$ cat src/rtl/video_timing_gen_if.sv
// Pixel-stream bundle from the timing generator to the three TMDS channel encoders.
// Everything in the bundle is registered in the pixel clock domain, and all signals are aligned.
interface video_timing_gen_if;
  logic        hsync;
  logic        vsync;
  logic        de;
  logic [11:0] x;
  logic [11:0] y;
  logic        frame_start;
  logic [7:0]  red;
  logic [7:0]  green;
  logic [7:0]  blue;

  modport master (
    output hsync, vsync, de, x, y, frame_start, red, green, blue
  );

  modport slave (
    input  hsync, vsync, de, x, y, frame_start, red, green, blue
  );
endinterface

$ cat src/rtl/video_timing_gen.sv
// Raster timing generator with a built-in test-pattern source.
// The h/v counters hold the position that the next clock edge decodes. Every output is
// decoded from the current counter values and registered at the same edge, so all
// outputs carry the same one-cycle latency.
module video_timing_gen #(
  parameter int   H_ACTIVE  = 640,
  parameter int   H_FP      = 16,
  parameter int   H_SYNC    = 96,
  parameter int   H_BP      = 48,
  parameter int   V_ACTIVE  = 480,
  parameter int   V_FP      = 10,
  parameter int   V_SYNC    = 2,
  parameter int   V_BP      = 33,
  parameter logic HSYNC_POL = 1'b0,
  parameter logic VSYNC_POL = 1'b0
) (
  input  logic                      i_pixclk,
  input  logic                      i_reset_n,
  input  logic [1:0]                i_pattern_sel,
  input  logic [23:0]               i_solid_rgb,
  video_timing_gen_if.master        vid
);

  localparam logic [11:0] H_ACT      = 12'(H_ACTIVE);
  localparam logic [11:0] H_SYNC_BEG = 12'(H_ACTIVE + H_FP);
  localparam logic [11:0] H_SYNC_END = 12'(H_ACTIVE + H_FP + H_SYNC);
  localparam logic [11:0] H_LAST     = 12'(H_ACTIVE + H_FP + H_SYNC + H_BP - 1);
  localparam logic [11:0] V_ACT      = 12'(V_ACTIVE);
  localparam logic [11:0] V_SYNC_BEG = 12'(V_ACTIVE + V_FP);
  localparam logic [11:0] V_SYNC_END = 12'(V_ACTIVE + V_FP + V_SYNC);
  localparam logic [11:0] V_LAST     = 12'(V_ACTIVE + V_FP + V_SYNC + V_BP - 1);
  localparam logic [11:0] BAR_LAST   = 12'(H_ACTIVE / 8 - 1);

  // Position counters and the colour-bar width counter.
  logic [11:0] h_cnt_q, h_cnt_d;
  logic [11:0] v_cnt_q, v_cnt_d;
  logic [11:0] bar_px_q, bar_px_d;
  logic [2:0]  bar_idx_q, bar_idx_d;
  logic [1:0]  pat_q;

  // Registered outputs.
  logic        hsync_q, vsync_q, de_q, frame_start_q;
  logic [11:0] x_q, y_q;
  logic [23:0] rgb_q;

  // Decode of the current position.
  logic        h_wrap_s, de_s, hs_act_s, vs_act_s, origin_s;
  logic [1:0]  pat_s;
  logic [23:0] bar_rgb_s, rgb_s;

  // Next-state logic for the counters. The bar counter restarts on every line, so the
  // bar index is available without dividing x.
  always_comb begin
    h_wrap_s  = (h_cnt_q == H_LAST);
    h_cnt_d   = h_cnt_q;
    v_cnt_d   = v_cnt_q;
    bar_px_d  = bar_px_q;
    bar_idx_d = bar_idx_q;
    if (h_wrap_s) begin
      h_cnt_d   = 12'd0;
      bar_px_d  = 12'd0;
      bar_idx_d = 3'd0;
      if (v_cnt_q == V_LAST) begin
        v_cnt_d = 12'd0;
      end else begin
        v_cnt_d = v_cnt_q + 12'd1;
      end
    end else begin
      h_cnt_d = h_cnt_q + 12'd1;
      if (bar_px_q == BAR_LAST) begin
        bar_px_d  = 12'd0;
        bar_idx_d = bar_idx_q + 3'd1;
      end else begin
        bar_px_d  = bar_px_q + 12'd1;
      end
    end
  end

  // Timing flags for the current position. The pattern select passes through only at
  // the frame origin, so the first pixel of a frame already uses the new pattern.
  always_comb begin
    de_s     = (h_cnt_q < H_ACT) && (v_cnt_q < V_ACT);
    hs_act_s = (h_cnt_q >= H_SYNC_BEG) && (h_cnt_q < H_SYNC_END);
    vs_act_s = (v_cnt_q >= V_SYNC_BEG) && (v_cnt_q < V_SYNC_END);
    origin_s = (h_cnt_q == 12'd0) && (v_cnt_q == 12'd0);
    if (origin_s) begin
      pat_s = i_pattern_sel;
    end else begin
      pat_s = pat_q;
    end
  end

  // Colour for each bar position: full-level components only.
  always_comb begin
    case (bar_idx_q)
      3'd0:    bar_rgb_s = 24'hFFFFFF;
      3'd1:    bar_rgb_s = 24'hFFFF00;
      3'd2:    bar_rgb_s = 24'h00FFFF;
      3'd3:    bar_rgb_s = 24'h00FF00;
      3'd4:    bar_rgb_s = 24'hFF00FF;
      3'd5:    bar_rgb_s = 24'hFF0000;
      3'd6:    bar_rgb_s = 24'h0000FF;
      default: bar_rgb_s = 24'h000000;
    endcase
  end

  // Pattern multiplexer. Blanking always outputs black.
  always_comb begin
    case (pat_s)
      2'd0:    rgb_s = bar_rgb_s;
      2'd1:    rgb_s = {24{h_cnt_q[5] ^ v_cnt_q[5]}};
      2'd2:    rgb_s = {h_cnt_q[9:2], h_cnt_q[9:2], h_cnt_q[9:2]};
      2'd3:    rgb_s = i_solid_rgb;
      default: rgb_s = 24'h000000;
    endcase
    if (!de_s) begin
      rgb_s = 24'h000000;
    end else begin
      rgb_s = rgb_s;
    end
  end

  // Advance the counters and register the decoded outputs. Reset forces the idle state.
  always_ff @(posedge i_pixclk) begin
    if (!i_reset_n) begin
      h_cnt_q       <= 12'd0;
      v_cnt_q       <= 12'd0;
      bar_px_q      <= 12'd0;
      bar_idx_q     <= 3'd0;
      pat_q         <= i_pattern_sel;
      hsync_q       <= ~HSYNC_POL;
      vsync_q       <= ~VSYNC_POL;
      de_q          <= 1'b0;
      frame_start_q <= 1'b0;
      x_q           <= 12'd0;
      y_q           <= 12'd0;
      rgb_q         <= 24'h000000;
    end else begin
      h_cnt_q       <= h_cnt_d;
      v_cnt_q       <= v_cnt_d;
      bar_px_q      <= bar_px_d;
      bar_idx_q     <= bar_idx_d;
      pat_q         <= pat_s;
      hsync_q       <= hs_act_s ? HSYNC_POL : ~HSYNC_POL;
      vsync_q       <= vs_act_s ? VSYNC_POL : ~VSYNC_POL;
      de_q          <= de_s;
      frame_start_q <= origin_s;
      x_q           <= de_s ? h_cnt_q : 12'd0;
      y_q           <= de_s ? v_cnt_q : 12'd0;
      rgb_q         <= rgb_s;
    end
  end

  assign vid.hsync       = hsync_q;
  assign vid.vsync       = vsync_q;
  assign vid.de          = de_q;
  assign vid.frame_start = frame_start_q;
  assign vid.x           = x_q;
  assign vid.y           = y_q;
  assign vid.red         = rgb_q[23:16];
  assign vid.green       = rgb_q[15:8];
  assign vid.blue        = rgb_q[7:0];

endmodule

$ cat src/flat_wrapper.sv
// flat-port wrapper written by rule: the top's interface ports become plain ports
module video_timing_gen_flat 
#(
  parameter int   H_ACTIVE  = 640,
  parameter int   H_FP      = 16,
  parameter int   H_SYNC    = 96,
  parameter int   H_BP      = 48,
  parameter int   V_ACTIVE  = 480,
  parameter int   V_FP      = 10,
  parameter int   V_SYNC    = 2,
  parameter int   V_BP      = 33,
  parameter logic HSYNC_POL = 1'b0,
  parameter logic VSYNC_POL = 1'b0
)
  (i_pixclk, i_reset_n, i_pattern_sel, i_solid_rgb, vid_hsync, vid_vsync, vid_de, vid_x, vid_y, vid_frame_start, vid_red, vid_green, vid_blue);
  video_timing_gen_if vid_i ();
  input  logic i_pixclk;
  input  logic i_reset_n;
  input  logic [1:0] i_pattern_sel;
  input  logic [23:0] i_solid_rgb;
  output wire logic [$bits(vid_i.hsync)-1:0] vid_hsync;
  output wire logic [$bits(vid_i.vsync)-1:0] vid_vsync;
  output wire logic [$bits(vid_i.de)-1:0] vid_de;
  output wire logic [$bits(vid_i.x)-1:0] vid_x;
  output wire logic [$bits(vid_i.y)-1:0] vid_y;
  output wire logic [$bits(vid_i.frame_start)-1:0] vid_frame_start;
  output wire logic [$bits(vid_i.red)-1:0] vid_red;
  output wire logic [$bits(vid_i.green)-1:0] vid_green;
  output wire logic [$bits(vid_i.blue)-1:0] vid_blue;
  assign vid_hsync = vid_i.hsync;
  assign vid_vsync = vid_i.vsync;
  assign vid_de = vid_i.de;
  assign vid_x = vid_i.x;
  assign vid_y = vid_i.y;
  assign vid_frame_start = vid_i.frame_start;
  assign vid_red = vid_i.red;
  assign vid_green = vid_i.green;
  assign vid_blue = vid_i.blue;
  video_timing_gen #(.H_ACTIVE(H_ACTIVE), .H_FP(H_FP), .H_SYNC(H_SYNC), .H_BP(H_BP), .V_ACTIVE(V_ACTIVE), .V_FP(V_FP), .V_SYNC(V_SYNC), .V_BP(V_BP), .HSYNC_POL(HSYNC_POL), .VSYNC_POL(VSYNC_POL)) u_core (.i_pixclk(i_pixclk), .i_reset_n(i_reset_n), .i_pattern_sel(i_pattern_sel), .i_solid_rgb(i_solid_rgb), .vid(vid_i));
endmodule
$ cat config.mk
export PLATFORM = sky130hd
export DESIGN_NAME = video_timing_gen_flat
export DESIGN_NICKNAME = d
export VERILOG_FILES = /design/src/rtl/video_timing_gen_if.sv /design/src/rtl/video_timing_gen.sv /design/src/flat_wrapper.sv
export SDC_FILE = /design/constraint.sdc
export NUM_CORES = 1
export LEC_CHECK = 0
export BUFFER_PORTS_ARGS = -buffer_cell sky130_fd_sc_hd__buf_4
export CAP_MARGIN = 20
export CORE_ASPECT_RATIO = 0.75
export CORE_UTILIZATION = 40
export CTS_BUF_LIST = sky130_fd_sc_hd__clkbuf_2 sky130_fd_sc_hd__clkbuf_4 sky130_fd_sc_hd__clkbuf_8
export DETAILED_ROUTE_END_ITERATION = 10
export HOLD_SLACK_MARGIN = 0.03
export SYNTH_ARGS = -nofsm -noshare
export SYNTH_HDL_FRONTEND = slang
export SYNTH_SLANG_ARGS = --single-unit
export TNS_END_PERCENT = 100
$ cat constraint.sdc
create_clock -name i_pixclk -period 5.7 [get_ports i_pixclk]
set_input_delay 1.14 -clock i_pixclk [delete_from_list [all_inputs] [get_ports i_pixclk]]
set_output_delay 1.14 -clock i_pixclk [all_outputs]
set_load 0.005 [all_outputs]
==> run metrics, run 1 <==
critical path startpoint category=input pin; Area Growth Syn to Fin=24.81%; sequential area share after synthesis=0.5192; Die Area=9352 sq um; Overall Global Routing Usage=0.1822; Post-Route WL=8037 um; Warnings, synthesis=0; Clk pin slew, worst setup/hold paths=0.09 ns; mapped cell area=3586 sq um; crit path buf inv count=2; Crit Path Class=input pin to flop; failing checks=DRC; crit-path max FO=30; Worst Path Arrival=3.80 ns; post-route minimum period=3.492 ns; vias in the first global route=2591; largest cells by area after synthesis=dfxtp_1 (52%), a211o_1 (5.9%), nor2_1 (5.0%); Least-Margin Pin Slew=1.060 ns; core area=8563 sq um; residual DRC count=8; hpwl dp=5876 um; Die Wd=111.3 um; max incr delay on CP=0.85 ns; cell breakdown of the critical path=buf_4, nor3b_1, and4b_1, inv_1, a21oi_2, a211o_1; CTS Buf Count=9; worst-case clock buffer depth=2; share of layout cells above drive strength 1=0.2395; Antenna Nets Post-Route=0; delay-heaviest family, CP=simple AND/OR/NAND/NOR gates; CP endpoint kind=flop; Rel. slew slack=0.2931; input/output buffers=79; CTS tree=yes; Top FF cell, synth=dfxtp_1; clock skew=0.01126 ns; pins over their slew limit=0; initial antenna violation count=0; cell taking the most area after synthesis=dfxtp_1; post-route clock period utilization=0.6126; met1 Track Usage GR=0.2293; Clock Latency Late Sink=0.37 ns; Synth cell types=43; synthesized area per cell=9.851 sq um; Overflow after GRT=0; Hold Vio Cnt, Final=0; Post-CTS Setup Bufs=0; worst vdd ir=0.0001912 V; synthesized netlist cell count=364; die height=84 um; via count=2758; setup TNS=0 ns; top cell type's share of synthesized area=0.5192; busiest grt layer=met2; Ports=80; clock root buffer=clkbuf_8; asr flop ratio synth=0; post_cts resized=0; Final Power=1242 uW; H-tree depth=3; CP max stage cell=a21oi_2; GR Util met3=0.06681; # clock sinks=93; Ant. Diodes=0; fmax=286.4 MHz; number of max-cap violations=0; worst hold-check path type=flop to flop; DR pass1 iterations=7; nets=484; Synth Register Bits=93; worst path required time=6.01 ns; first-pass GRT wire length=13000 um; Post-synth EDFFs=0; PwrDens=277.6 nW/um^2; CTS Hold Bufs=0; vias per cell=4.934; row cnt=29; GR Util met2=0.2864; Final setup viols=0; outcome=finished, violations left; DR iter-0 viols=124; global placement routability congestion=0.8800; leak pwr=0.002096 uW; largest net degree at the start of global routing=31; RSZ-0062 raised after global routing=no; DR WL/cell=14.38 um; initial core utilization=0.4188
-- synthesized netlist by cell type (all sizes together), types with 2 or more instances --
library cell / instances
dfxtp: 93
nor2: 48
a211o: 24
nand2: 21
and2: 19
and3: 17
xor2: 17
xnor2: 15
inv: 13
nand3: 13
clkbuf: 11
ha: 10
nand4: 9
nor4: 7
a21oi: 5
and4: 4
nor3: 4
buf: 3
mux2i: 3
o21ai: 3
mux2: 2
nor2b: 2
nor4b: 2
o211ai: 2
o311ai: 2
or4: 2
-- cells by family (layout without fill, tap and decap cells) --
group,Yosys count,in the layout,share of synthesized area
other,1,5,0.001046
AND/OR/NAND/NOR,154,154,0.2275
multiplexers,5,5,0.01465
buffers and inverters,27,110,0.03105
flip-flops,93,93,0.5192
adder cells (fa/ha/maj),10,10,0.03489
AO/OA/AOI/OAI,42,42,0.09351
XOR/XNOR,32,32,0.07816
-- sequential cells by signal, indices dropped and copies added (netlist names) --
register	cells
u_core.bar_idx_q	3
u_core.bar_px_q	12
u_core.h_cnt_q	12
u_core.pat_q	2
u_core.rgb_q	24
u_core.v_cnt_q	12
u_core.vid.de	1
u_core.vid.frame_start	1
u_core.vid.hsync	1
u_core.vid.vsync	1
u_core.vid.x	12
u_core.vid.y	12
-- per-layer routing --
| metal | share of wire | vias to the layer above |
|---|---|---|
| met5 | 0 | - |
| met1 | 0.48 | 1273 |
| met3 | 0.046 | 10 |
| met4 | 0.011 | 0 |
| met2 | 0.46 | 55 |
| li1 | - | 1420 |
-- path summary, 6_finish.rpt --
check,start,to,slack [ns],cells past startpoint
hold / removal,u_core.bar_px_q[0]$_SDFF_PP0_,u_core.bar_px_q[0]$_SDFF_PP0_,0.46,1
hold reg to reg,u_core.bar_px_q[0]$_SDFF_PP0_,u_core.bar_px_q[0]$_SDFF_PP0_,0.46,1
setup reg to reg,u_core.h_cnt_q[10]$_SDFF_PP0_,u_core.rgb_q[4]$_SDFF_PN0_,2.75,5
setup / recovery,i_reset_n,u_core.rgb_q[4]$_SDFF_PN0_,2.21,6
-- power breakdown --
group          leakage, uW  switching, uW  total [uW]  internal, uW
Clock            0.0000908            224         418           195
Combinational      0.00125           54.9         127          72.1
Sequential        0.000759           14.0         697           683
Total              0.00210            293        1240           950
-- through the flow --
step	hold slack (ns)	utilization	instance area (sq um)	cells	setup slack (ns)
floorplan	0.4261	-	3601	368	3.127
global placement	0.4428	0.4991	4274	542	2.032
detailed placement	0.4505	0.4991	4274	542	1.836
CTS	0.4705	0.5221	4471	558	2.208
global route	0.4911	0.5226	4476	559	1.920
finish	0.4643	0.5226	4476	559	2.208
-- layout make-up --
class	count	area [sq um]
tap	108	135.1
fill	813	4088
clock inverter	4	31.28
timing repair buffer	81	605.6
clock buffer	12	165.2
inverter	13	48.80
sequential	93	1862
multi-input combinational	248	1628
-- layout by cell type (no fill, tap or decap), drive strengths merged, types with 4 or more instances in the layout --
| master | Yosys | routed |
|---|---|---|
| nor3 | 4 | 4 |
| xnor2 | 15 | 15 |
| xor2 | 17 | 17 |
| nor2 | 48 | 48 |
| nand2 | 21 | 21 |
| buf | 3 | 81 |
| ha | 10 | 10 |
| a21oi | 5 | 5 |
| and2 | 19 | 19 |
| dfxtp | 93 | 93 |
| and4 | 4 | 4 |
| inv | 13 | 13 |
| conb | 1 | 5 |
| nand4 | 9 | 9 |
| nand3 | 13 | 13 |
| a211o | 24 | 24 |
| and3 | 17 | 17 |
| nor4 | 7 | 7 |
| clkbuf | 11 | 12 |
Power figures use the tool's default switching activity.
==> run 2: changes to the inputs <==
- clock period: 5.7 -> 2.8 ns (I/O delays scaled with it)
==> run metrics, run 2 (synthesized netlist as in run 1, its figures left out) <==
outcome=finished, violations left; failing checks=DRC; Clock Latency Late Sink=0.37 ns; leak pwr=0.002120 uW; crit-path max FO=9; max reg flops=24; Post-CTS Setup Bufs=0; Biggest register=u_core.rgb_q; post-route minimum period=2.249 ns; CTS tree=yes; via count=2775; most common cell after layout, fill and taps aside=dfxtp_1; die height=84 um; worst path required time=3.07 ns; core area=8563 sq um; share of layout cells above drive strength 1=0.2478; initial core utilization=0.4188; Ports=80; Die Area=9352 sq um; initial antenna violation count=0; dpl cell area=4319 sq um; PwrDens=561.2 nW/um^2; design area=4509 sq um; vias in the first global route=2642; # clock sinks=93; residual DRC count=8; Area Growth Syn to Fin=25.75%; post-route clock period utilization=0.8032; DR WL/cell=13.96 um; vias per cell=4.920; CTS Buf Count=9; Crit Path Class=flop to flop; Overall Global Routing Usage=0.1762; nets=489; hold_ws=0.3900 ns; CP startpoint=u_core.h_cnt_q[5]$_SDFF_PP0_; clock root buffer=clkbuf_8; top sig layer=met4; critical path startpoint category=flop; worst hold start=i_solid_rgb[22]; Ant. Diodes=0; setup TNS=0 ns; first-pass GRT wire length=12920 um; input/output buffers=79; clock skew=0.008078 ns; metal3 WL=311 um; hpwl dp=5669 um; fillers=815; worst r2r src=u_core.h_cnt_q[5]$_SDFF_PP0_; fmax=444.6 MHz; DR pass1 iterations=7; pins over their slew limit=0; Hold Vio Cnt, Final=0; largest net degree at the start of global routing=25; Post-Route WL=7876 um; worst vdd ir=0.0003370 V; global placement routability congestion=0.8177; worst hold-check path type=input pin to flop; Rel. slew slack=0.6580; Final setup viols=0; metal1 wirelength=3910 um; post_cts resized=0; Die Wd=111.3 um; RSZ-0062 raised after global routing=no; worst-case clock buffer depth=2; Least-Margin Pin Slew=0.5117 ns; Routed met2 length=3557 um; Overflow after GRT=0; CTS Hold Bufs=0; Antenna Nets Post-Route=0; number of max-cap violations=0; CP endpoint kind=flop; most frequent cells in the layout=dfxtp_1 (93), buf_4 (86), nor2_1 (48), a211o_1 (24), nand2_1 (21); H-tree depth=3; Worst Path Arrival=2.52 ns; row cnt=29; DR iter-0 viols=117; Clk pin slew, worst setup/hold paths=0.09 ns
[run 2: cell type report]
cell class / count / area [sq um] / area share
clock inverters: 4 / 31.28 / 0.006937
clock buffers: 12 / 158.9 / 0.03524
repair buffers: 86 / 645.6 / 0.1432
inverters: 13 / 48.80 / 0.01082
well taps: 108 / 135.1 / 0.02997
multi-input cells: 248 / 1628 / 0.3610
flip-flops and latches: 93 / 1862 / 0.4129
[run 2: final timing paths]
check	endpoint	depth (start not counted)	slack, ns
min	u_core.rgb_q[22]$_SDFF_PN0_	2	0.39
max	u_core.v_cnt_q[7]$_SDFFE_PN0P_	5	0.55
min reg2reg	u_core.bar_px_q[0]$_SDFF_PP0_	1	0.47
max reg2reg	u_core.v_cnt_q[7]$_SDFFE_PN0P_	5	0.55
[run 2: stage by stage]
step / instances / worst slack (ns) / total power [uW] / utilization
after CTS: 564 / 0.5672 / 2567 / 0.5266
after detailed placement: 548 / 0.5861 / 1719 / 0.5044
final: 564 / 0.5510 / 2531 / 0.5266
after global placement: 548 / 0.6050 / 1715 / 0.5044
after global routing: 564 / 0.4195 / 2645 / 0.5266
after floorplan: 368 / 0.6615 / 1559 / -
[run 2: report_power, final]
part | switching [uW] | internal (uW)
Sequential | 28.8 | 1390
Clock | 461 | 384
Combinational | 112 | 154
Total | 603 | 1930
[run 2: critical path, cell delays in order (launching register included)]
cell     delay, ns
dfxtp_1       0.41
or4_4         0.58
or4_4         0.58
nor4_1        0.37
xnor2_1       0.16
nor2_1        0.05
[run 2: metal layers]
layer | up-vias | GRT usage
met3 | 10 | 0.04648
met4 | 0 | 0.07248
met5 | - | 0
li1 | 1426 | -
met1 | 1287 | 0.2391
met2 | 52 | 0.2648
==> run 3: changes to the inputs <==
- clock period: 2.8 -> 2.1 ns (I/O delays scaled with it)
==> run metrics, run 3 (synthesized netlist as in run 1, its figures left out) <==
pins over their slew limit=0; fillers=766; fmax=497.0 MHz; Overall Global Routing Usage=0.1965; multi-input logic area=1762 sq um; largest net degree at the start of global routing=15; worst vdd ir=0.0005121 V; outcome=finished, violations left; crit-path max FO=12; hold_ws=0.2560 ns; number of max-cap violations=0; clock skew=0.009416 ns; PwrDens=743.8 nW/um^2; Hold Vio Cnt, Final=0; Final Non-Filler Cells=600; design area=4997 sq um; Ant. Diodes=0; dpl cell area=4598 sq um; Ports=80; Reg2Reg Depth=6; vias in the first global route=2845; Crit Path Class=flop to flop; Biggest register=u_core.rgb_q; failing checks=DRC; CP startpoint=u_core.h_cnt_q[5]$_SDFF_PP0_; initial antenna violation count=0; Critical Path Sink=u_core.rgb_q[4]$_SDFF_PN0_; residual DRC count=12; CTS tree=yes; Die Area=9352 sq um; Final setup viols=0; DR iter-0 viols=125; CP endpoint kind=flop; die height=84 um; worst path required time=2.35 ns; reg2reg setup slack=0.09 ns; worst-case clock buffer depth=2; Setup WS post-layout=0.08802 ns; post-route minimum period=2.012 ns; Clk pin slew, worst setup/hold paths=0.08 ns; row cnt=29; H-tree depth=3; CTS Buf Count=9; DR WL/cell=14.24 um; Antenna Nets Post-Route=0; worst r2r src=u_core.h_cnt_q[5]$_SDFF_PP0_; critical path startpoint category=flop; hpwl dp=6198 um; most common cell after layout, fill and taps aside=buf_4; Storage cell area=1862 sq um; # clock sinks=93; leak pwr=0.002391 uW; dpl ws=-0.3549 ns; Worst Path Arrival=2.26 ns; worst hold-check path type=input pin to flop; clock root buffer=clkbuf_8; input/output buffers=79; RSZ-0062 raised after global routing=yes; via count=2909; post-route clock period utilization=0.9581; Post-Route WL=8542 um; initial core utilization=0.4188; DR pass1 iterations=7; max reg flops=24; core area=8563 sq um; nets=526; Area Growth Syn to Fin=39.36%; Clock Latency Late Sink=0.36 ns; worst flop-to-flop path endpoint=u_core.rgb_q[4]$_SDFF_PN0_; Overflow after GRT=0; most frequent cells in the layout=buf_4 (119), dfxtp_1 (93), nor2_1 (48), a211o_1 (24), nand2_1 (20); Final Core Density=0.5836; vias per cell=4.848; first-pass GRT wire length=14320 um; share of layout cells above drive strength 1=0.3293; Die Wd=111.3 um; placed instance count=579; global placement routability congestion=0.8547
## run 3: what timing repair did
item | CTS | global route
hold buffers | 0 | 0
endpoints found under the setup margin | 24 | 27
setup buffers | 5 | 0
gates cloned | 1 | 0
gates resized for setup | 6 | 16
pin swaps | 3 | 1
## run 3: worst max-delay path, cell delays in order, from the launching register on
cell	delay (ns)
dfxtp_1	0.32
or4_4	0.54
and4bb_4	0.36
a21o_4	0.16
a21oi_4	0.07
buf_12	0.15
a211o_1	0.29
## run 3: worst min-delay path by stage
stage          slack (ns)                            end  cells after the start                          start
5_1_grt              0.24    u_core.rgb_q[17]$_SDFF_PN0_                      2                i_solid_rgb[17]
4_1_cts              0.23    u_core.rgb_q[21]$_SDFF_PN0_                      2                i_solid_rgb[21]
3_5_place_dp         0.45  u_core.bar_px_q[0]$_SDFF_PP0_                      1  u_core.bar_px_q[0]$_SDFF_PP0_
6_report             0.26    u_core.rgb_q[17]$_SDFF_PN0_                      2                i_solid_rgb[17]
3_3_place_gp         0.44  u_core.bar_px_q[0]$_SDFF_PP0_                      1  u_core.bar_px_q[0]$_SDFF_PP0_
2_1_floorplan        0.43  u_core.bar_px_q[0]$_SDFF_PP0_                      1  u_core.bar_px_q[0]$_SDFF_PP0_
## run 3: final cells by class
class | instances | share of cell area
Clock buffer | 11 | 0.02779
Clock inverter | 4 | 0.01953
Inverter | 13 | 0.009765
Multi-Input combinational cell | 249 | 0.3525
Sequential cell | 93 | 0.3726
Tap cell | 108 | 0.02704
Timing Repair Buffer | 122 | 0.1908
## run 3: through the flow
stage | TNS, ns | total power (uW)
final | 0 | 3717
after global routing | -0.01803 | 3883
after CTS | 0 | 3753
after detailed placement | -8.084 | 2303
after global placement | -7.459 | 2300
after floorplan | 0 | 2079
## run 3: report_power, final
part	switching (uW)	leakage [uW]	internal, uW	total [uW]
Sequential	39.5	0.000759	1850	1890
Combinational	172	0.00152	247	418
Clock	594	0.000116	811	1410
## run 3: layer usage
layer,vias up,GRT usage,wire length [um]
met3,8,0.05229,433
met4,0,0.06511,91
met2,58,0.2881,3719
met5,-,0,0
li1,1504,-,-
met1,1339,0.2781,4297
